$ cat src/rtl/td4x_cpu.sv
// rtl/td4x_cpu.sv - TD4-style single-cycle 4-bit CPU core with parameterised data/address width
// One instruction executes per enabled clock; HALT is a sticky state left only through reset.
module td4x_cpu #(
   parameter int DATA_W = 4,
   parameter int ADDR_W = 4
) (
   input  logic              CLK,
   input  logic              RST,
   input  logic              run,
   output logic [ADDR_W-1:0] instr_addr,
   input  logic [DATA_W+3:0] instr_data,
   input  logic [DATA_W-1:0] in_port,
   output logic [DATA_W-1:0] out_port,
   output logic              out_strobe,
   output logic              carry,
   output logic              halted
);

   typedef enum logic {
      ST_RUN  = 1'b0,
      ST_HALT = 1'b1
   } state_t;

   typedef enum logic [1:0] {
      SRC_ZERO = 2'd0,
      SRC_A    = 2'd1,
      SRC_B    = 2'd2,
      SRC_IN   = 2'd3
   } src_t;

   state_t              r_state;
   state_t              w_state_nxt;
   logic [ADDR_W-1:0]   r_pc;
   logic [DATA_W-1:0]   r_a;
   logic [DATA_W-1:0]   r_b;
   logic                r_c;
   logic [DATA_W-1:0]   r_out;
   logic                r_strobe;

   logic [3:0]          w_op;
   logic [DATA_W-1:0]   w_im;
   src_t                w_src;
   logic [DATA_W-1:0]   w_src_val;
   logic [DATA_W:0]     w_sum;
   logic                w_wr_a;
   logic                w_wr_b;
   logic                w_wr_c;
   logic                w_wr_out;
   logic                w_jmp;
   logic                w_jnc;
   logic                w_halt;
   logic                w_exec;
   logic [ADDR_W-1:0]   w_pc_nxt;

   assign w_op   = instr_data[DATA_W+3:DATA_W];
   assign w_im   = instr_data[DATA_W-1:0];
   assign w_exec = run && (r_state == ST_RUN);

   always_comb begin
      w_src    = SRC_ZERO;
      w_wr_a   = 1'b0;
      w_wr_b   = 1'b0;
      w_wr_c   = 1'b0;
      w_wr_out = 1'b0;
      w_jmp    = 1'b0;
      w_jnc    = 1'b0;
      w_halt   = 1'b0;
      case (w_op)
         4'b0000: begin w_src = SRC_A;    w_wr_a = 1'b1; w_wr_c = 1'b1; end
         4'b0101: begin w_src = SRC_B;    w_wr_b = 1'b1; w_wr_c = 1'b1; end
         4'b0011: begin w_src = SRC_ZERO; w_wr_a = 1'b1; end
         4'b0111: begin w_src = SRC_ZERO; w_wr_b = 1'b1; end
         4'b0001: begin w_src = SRC_B;    w_wr_a = 1'b1; end
         4'b0100: begin w_src = SRC_A;    w_wr_b = 1'b1; end
         4'b0010: begin w_src = SRC_IN;   w_wr_a = 1'b1; end
         4'b0110: begin w_src = SRC_IN;   w_wr_b = 1'b1; end
         4'b1001: begin w_src = SRC_B;    w_wr_out = 1'b1; end
         4'b1011: begin w_src = SRC_ZERO; w_wr_out = 1'b1; end
         4'b1111: w_jmp  = 1'b1;
         4'b1110: w_jnc  = 1'b1;
         4'b1000: w_halt = 1'b1;
         default: ;
      endcase
   end

   always_comb begin
      w_src_val = '0;
      case (w_src)
         SRC_A:   w_src_val = r_a;
         SRC_B:   w_src_val = r_b;
         SRC_IN:  w_src_val = in_port;
         default: w_src_val = '0;
      endcase
   end

   // The extra MSB of the sum is the carry-out that loads C.
   assign w_sum = {1'b0, w_src_val} + {1'b0, w_im};

   // JNC looks at the registered C, so a carry from this same cycle never steers it.
   always_comb begin
      w_pc_nxt = r_pc + ADDR_W'(1);
      if (w_jmp || (w_jnc && !r_c)) begin
         w_pc_nxt = w_im[ADDR_W-1:0];
      end
   end

   always_comb begin
      w_state_nxt = r_state;
      if (w_exec && w_halt) begin
         w_state_nxt = ST_HALT;
      end
   end

   always_ff @(posedge CLK or negedge RST) begin
      if (!RST) begin
         r_state <= ST_RUN;
      end else begin
         r_state <= w_state_nxt;
      end
   end

   always_ff @(posedge CLK or negedge RST) begin
      if (!RST) begin
         r_pc     <= '0;
         r_a      <= '0;
         r_b      <= '0;
         r_c      <= 1'b0;
         r_out    <= '0;
         r_strobe <= 1'b0;
      end else begin
         r_strobe <= w_exec && w_wr_out;
         if (w_exec) begin
            if (!w_halt) begin
               r_pc <= w_pc_nxt;
            end
            if (w_wr_a) begin
               r_a <= w_sum[DATA_W-1:0];
            end
            if (w_wr_b) begin
               r_b <= w_sum[DATA_W-1:0];
            end
            if (w_wr_c) begin
               r_c <= w_sum[DATA_W];
            end
            if (w_wr_out) begin
               r_out <= w_sum[DATA_W-1:0];
            end
         end
      end
   end

   assign instr_addr = r_pc;
   assign out_port   = r_out;
   assign out_strobe = r_strobe;
   assign carry      = r_c;
   assign halted     = (r_state == ST_HALT);

endmodule

$ cat config.mk
export PLATFORM = sky130hd
export DESIGN_NAME = td4x_cpu
export DESIGN_NICKNAME = d
export VERILOG_FILES = /design/src/rtl/td4x_cpu.sv
export SDC_FILE = /design/constraint.sdc
export NUM_CORES = 1
export LEC_CHECK = 0
export ABC_AREA = 1
export BUFFER_PORTS_ARGS = -buffer_cell sky130_fd_sc_hd__buf_2
export CAP_MARGIN = 0
export CORE_UTILIZATION = 56
export DETAILED_ROUTE_END_ITERATION = 7
export GPL_TIMING_DRIVEN = 0
export PLACE_DENSITY = 0.82
export SYNTH_ARGS = -nofsm -noshare
export SYNTH_HDL_FRONTEND = slang
export SYNTH_SLANG_ARGS = --single-unit
$ cat constraint.sdc
create_clock -name CLK -period 2.32 [get_ports CLK]
set_input_delay 0.116 -clock CLK [delete_from_list [all_inputs] [get_ports CLK]]
set_output_delay 0.116 -clock CLK [all_outputs]
set_load 0.02 [all_outputs]
==> run summary <==
The flow ran to the end, but the final reports show violations. The checks that failed: design-rule violations. The largest fanout of any net on the critical path came out at 5.

The area of the multi-input gates came out at 608 um2. Pin placement for this block handled 26 I/O pins. The net count after synthesis is 167. The total power divided by cell area is 430 nW/um2. Setup repair after global routing left no endpoint under its margin. The total of cells resized after clock tree synthesis came out at 0. The worst setup path is launched from an input pin.

The quantity of I/O buffers inserted on ports is 25. In this run the deepest clock path goes through 2 buffers. The number of violations of the max-capacitance limit came out at 0. The proportion of layout cells with a drive suffix above 1 came out at 0.250. The number of global-route vias before repair came out at 976.

The most common library cell in the layout ignoring fill and taps is nand2_1. The cell area after layout came out at 1340 um2. The die is 47.3 um tall. The post-route setup TNS came out at 0 ns. The clock share of power is 0.297. The part of the power in registers is 0.573. The critical path in this run is classified as input pin to flip-flop. In the final routed layout, each cell accounts on average for 11.3 um. Leaving out fill and tap cells, the most frequent cells in the layout are 55 x nand2_1, 25 x buf_2, 19 x dfrtp_1. The remaining max-slew budget at the tightest pin came out at 0.667. Sorting the synthesized cells by area gives the leading types as dfrtp_1 41%, nand2_1 18%, nand3_1 6.5%, ha_1 5.5%, inv_1 4.6%. The number of nets in the finished design came out at 198. The unique cell type count in the Yosys netlist is 24. The kind of path behind the tightest hold check is input pin to flip-flop. The final routed wirelength across all metal layers is 2.29 mm. The setup slack after placement is 0.275 ns. Counting stages on the worst path, the most repeated cell is nand2_1. The worst setup skew after layout is 0.00461 ns. From synthesis to final layout, the design area changed by 17.1%. The number of remaining DRC errors is 1. The final cycle utilization of the critical path is 0.746. The weighted congestion at the end of routability-driven global placement is 0.841. The cell area after placement is 1310 um2. Dividing the synthesized area by the synthesized cell count gives 7.86 um2. The fraction of synthesized cell area taken by the top area cell type is 0.414.

The routed via count is 1042. The fraction of the yosys area taken by sequential cells came out at 0.414. dfrtp_1 takes more of the synthesized area than any other cell. For this run, the slowest stage of the critical path takes 0.44 ns.

The number of buffers added by the clock tree synthesis step is 3. The detailed placement HPWL is 1.85 mm. The required time at the worst-slack endpoint is 2.54 ns. The number of inserted diodes is 0.

The cell sitting at the root of the clock tree is a clkbuf_4. The die outline width came out at 47.3 um. After clock tree synthesis, the clock-pin slew on the worst setup and hold paths is 0.11 ns. The total net switching power came out at 0.000155 W.

The remaining antenna violation count after routing came out at 0. The sum of buffers and inverters on the critical path came out at 2. TritonCTS built the clock tree. Timing would allow up to 577 MHz.

The transition time at the pin with the least slew margin came out at 0.496 ns. The cell family contributing the most delay on the critical path is simple AND/OR/NAND/NOR gates. For the worst setup path, the data arrival time is 1.95 ns. The count of non-filler cells in the finished layout is 203. The switching share of power is 0.269. The global-route wire length before repair is 3.77 mm.

The post-layout worst setup margin came out at 0.588 ns. The violation count after the first detailed-route iteration is 31. The pin count of the biggest net entering global routing is 20. The cell internal power dissipation is 0.000422 W. The worst path needs 1.73 ns of the cycle, external delays included. The overflow left after global routing came out at 0.

The insertion delay to the later sink of the worst-skew pair came out at 0.30 ns. The number of failing setup endpoints in the final timing report came out at 0. The total of fill cells in the finished design is 169. The sequential cell area came out at 475 um2. The row count came out at 16. The floorplan core area came out at 1940 um2.

Summing every instance area after synthesis gives 1150 um2. STA classifies the critical path endpoint as a flip-flop. The number of antenna violations at the first check in global routing came out at 0. The warning count from the yosys run is 0. The final-report hold violation count came out at 0. The signal on the critical path passes through buf_2 > nor3_1 > nand2_1 > nand3_1 > ha_1 > inv_1 > fa_1 > xnor2_1 > nand2_1 > o21ai_0. The instance count of the mapped netlist is 146. The detailed-routing iteration count for the pre-antenna-repair pass came out at 6. The count of final max-slew check failures is 0. The deepest level of the CTS H-tree is 1. The overall global routing resource usage is 0.240. Measured on the finished design, the core utilization comes to 0.692. The largest vdd supply drop is 0.291 mV. The initial core utilization is 0.591. The analysis attributes to cell leakage a power of 0.753 nW.

The ratio of routed vias to standard cells came out at 5.13. The share of power burned in combinational logic is 0.129. Once placement completed, the tool counted placed cells totaling 198. The cell with the largest stage delay on the worst path is nor3_1. The floorplan step defined a die boundary enclosing 2230 um2. CTS saw 19 sinks. Counting flops and latches in the post-synthesis netlist gives 19.
-- worst paths after layout --
| kind | from | to | slack (ns) | depth (start not counted) |
|---|---|---|---|---|
| hold / removal | run | halted | 0.06 | 3 |
| setup / recovery | instr_data[4] | r_b[2] | 0.59 | 10 |
| hold reg to reg | out_port[3] | out_port[3] | 0.49 | 2 |
| max in group asynchronous | RST | r_b[3] | 1.75 | 2 |
| min in group asynchronous | RST | instr_addr[3] | 0.28 | 2 |
| setup reg to reg | r_a[0] | r_b[2] | 0.65 | 8 |
-- kinds of logic (layout without fill, tap and decap cells) --
logic type | count (synthesis) | in the layout | share of synthesized area
flops | 19 | 19 | 0.414
xor+xnor | 2 | 2 | 0.0153
fa+ha+maj | 6 | 6 | 0.0720
compound gates | 12 | 12 | 0.0643
simple gates | 90 | 90 | 0.378
buf+inv | 17 | 47 | 0.0556
-- power by group through the flow --
stage / Combinational (W) / Clock [W] / Sequential (W)
detailed placement: 0.0000737 / 0 / 0.000337
CTS: 0.0000754 / 0.000171 / 0.000331
floorplan: 0.0000404 / 0 / 0.000338
global placement: 0.0000707 / 0 / 0.000337
finish: 0.0000747 / 0.000171 / 0.000331
global route: 0.0000845 / 0.000184 / 0.000331
-- state kept, by name, indices dropped and copies added, names as in the netlist --
name / flops
carry: 1
halted: 1
instr_addr: 4
out_port: 4
out_strobe: 1
r_a: 4
r_b: 4
-- area by class of cell --
cell class / instances / area share
clock inverters: 1 / 0.00372
flip-flops and latches: 19 / 0.354
inverters: 17 / 0.0475
multi-input cells: 110 / 0.453
well taps: 27 / 0.0251
clock buffers: 3 / 0.0168
repair buffers: 26 / 0.101
-- routing by layer --
| layer | part of all wire | wire length, um | vias up | global-route usage |
|---|---|---|---|---|
| met2 | 0.53 | 1210 | 14 | 0.436 |
| met5 | 0 | 0 | - | 0 |
| li1 | - | - | 525 | - |
| met1 | 0.44 | 1010 | 499 | 0.277 |
| met4 | 0.0087 | 20 | 0 | 0.0914 |
| met3 | 0.020 | 46 | 4 | 0.0423 |
-- worst register-to-register path: cells and delay by family, from the launching register on --
family / cells / cell delay, ns
adder cells (fa/ha/maj): 2 / 0.57
flip-flops: 1 / 0.37
buffers and inverters: 1 / 0.06
XOR/XNOR: 1 / 0.27
AO/OA/AOI/OAI: 1 / 0.08
AND/OR/NAND/NOR: 3 / 0.24
-- what timing repair did --
| action | in CTS | in global routing |
|---|---|---|
| hold buffers | 1 | 0 |
| setup endpoints to repair | 0 | 0 |
| setup buffers | 0 | 0 |
| endpoints found under the hold margin | 19 | 0 |
-- per-stage QoR --
stage	total power (W)	hold slack [ns]
finish	0.000577	0.0603
detailed placement	0.000411	0.0826
global placement	0.000408	0.0692
global route	0.000600	0.101
floorplan	0.000378	-0.180
CTS	0.000578	0.0673
-- synthesized netlist by cell type --
library cell   n
nor3_1         1
nand4_1        1
o21ai_1        2
nand2_4        1
nand3b_1       4
o211ai_1       1
nand3_2        2
a21oi_1        2
dfrtp_1       19
xnor2_1        2
nor2_1         3
nand2_2        4
inv_2          3
a21oi_4        1
nand2_1       55
inv_1         14
fa_1           1
nor2_4         1
nand3_1       15
nor2_2         1
nor3_4         1
nor3_2         1
ha_1           5
o21ai_0        6
(Power assumes the default switching activity.)
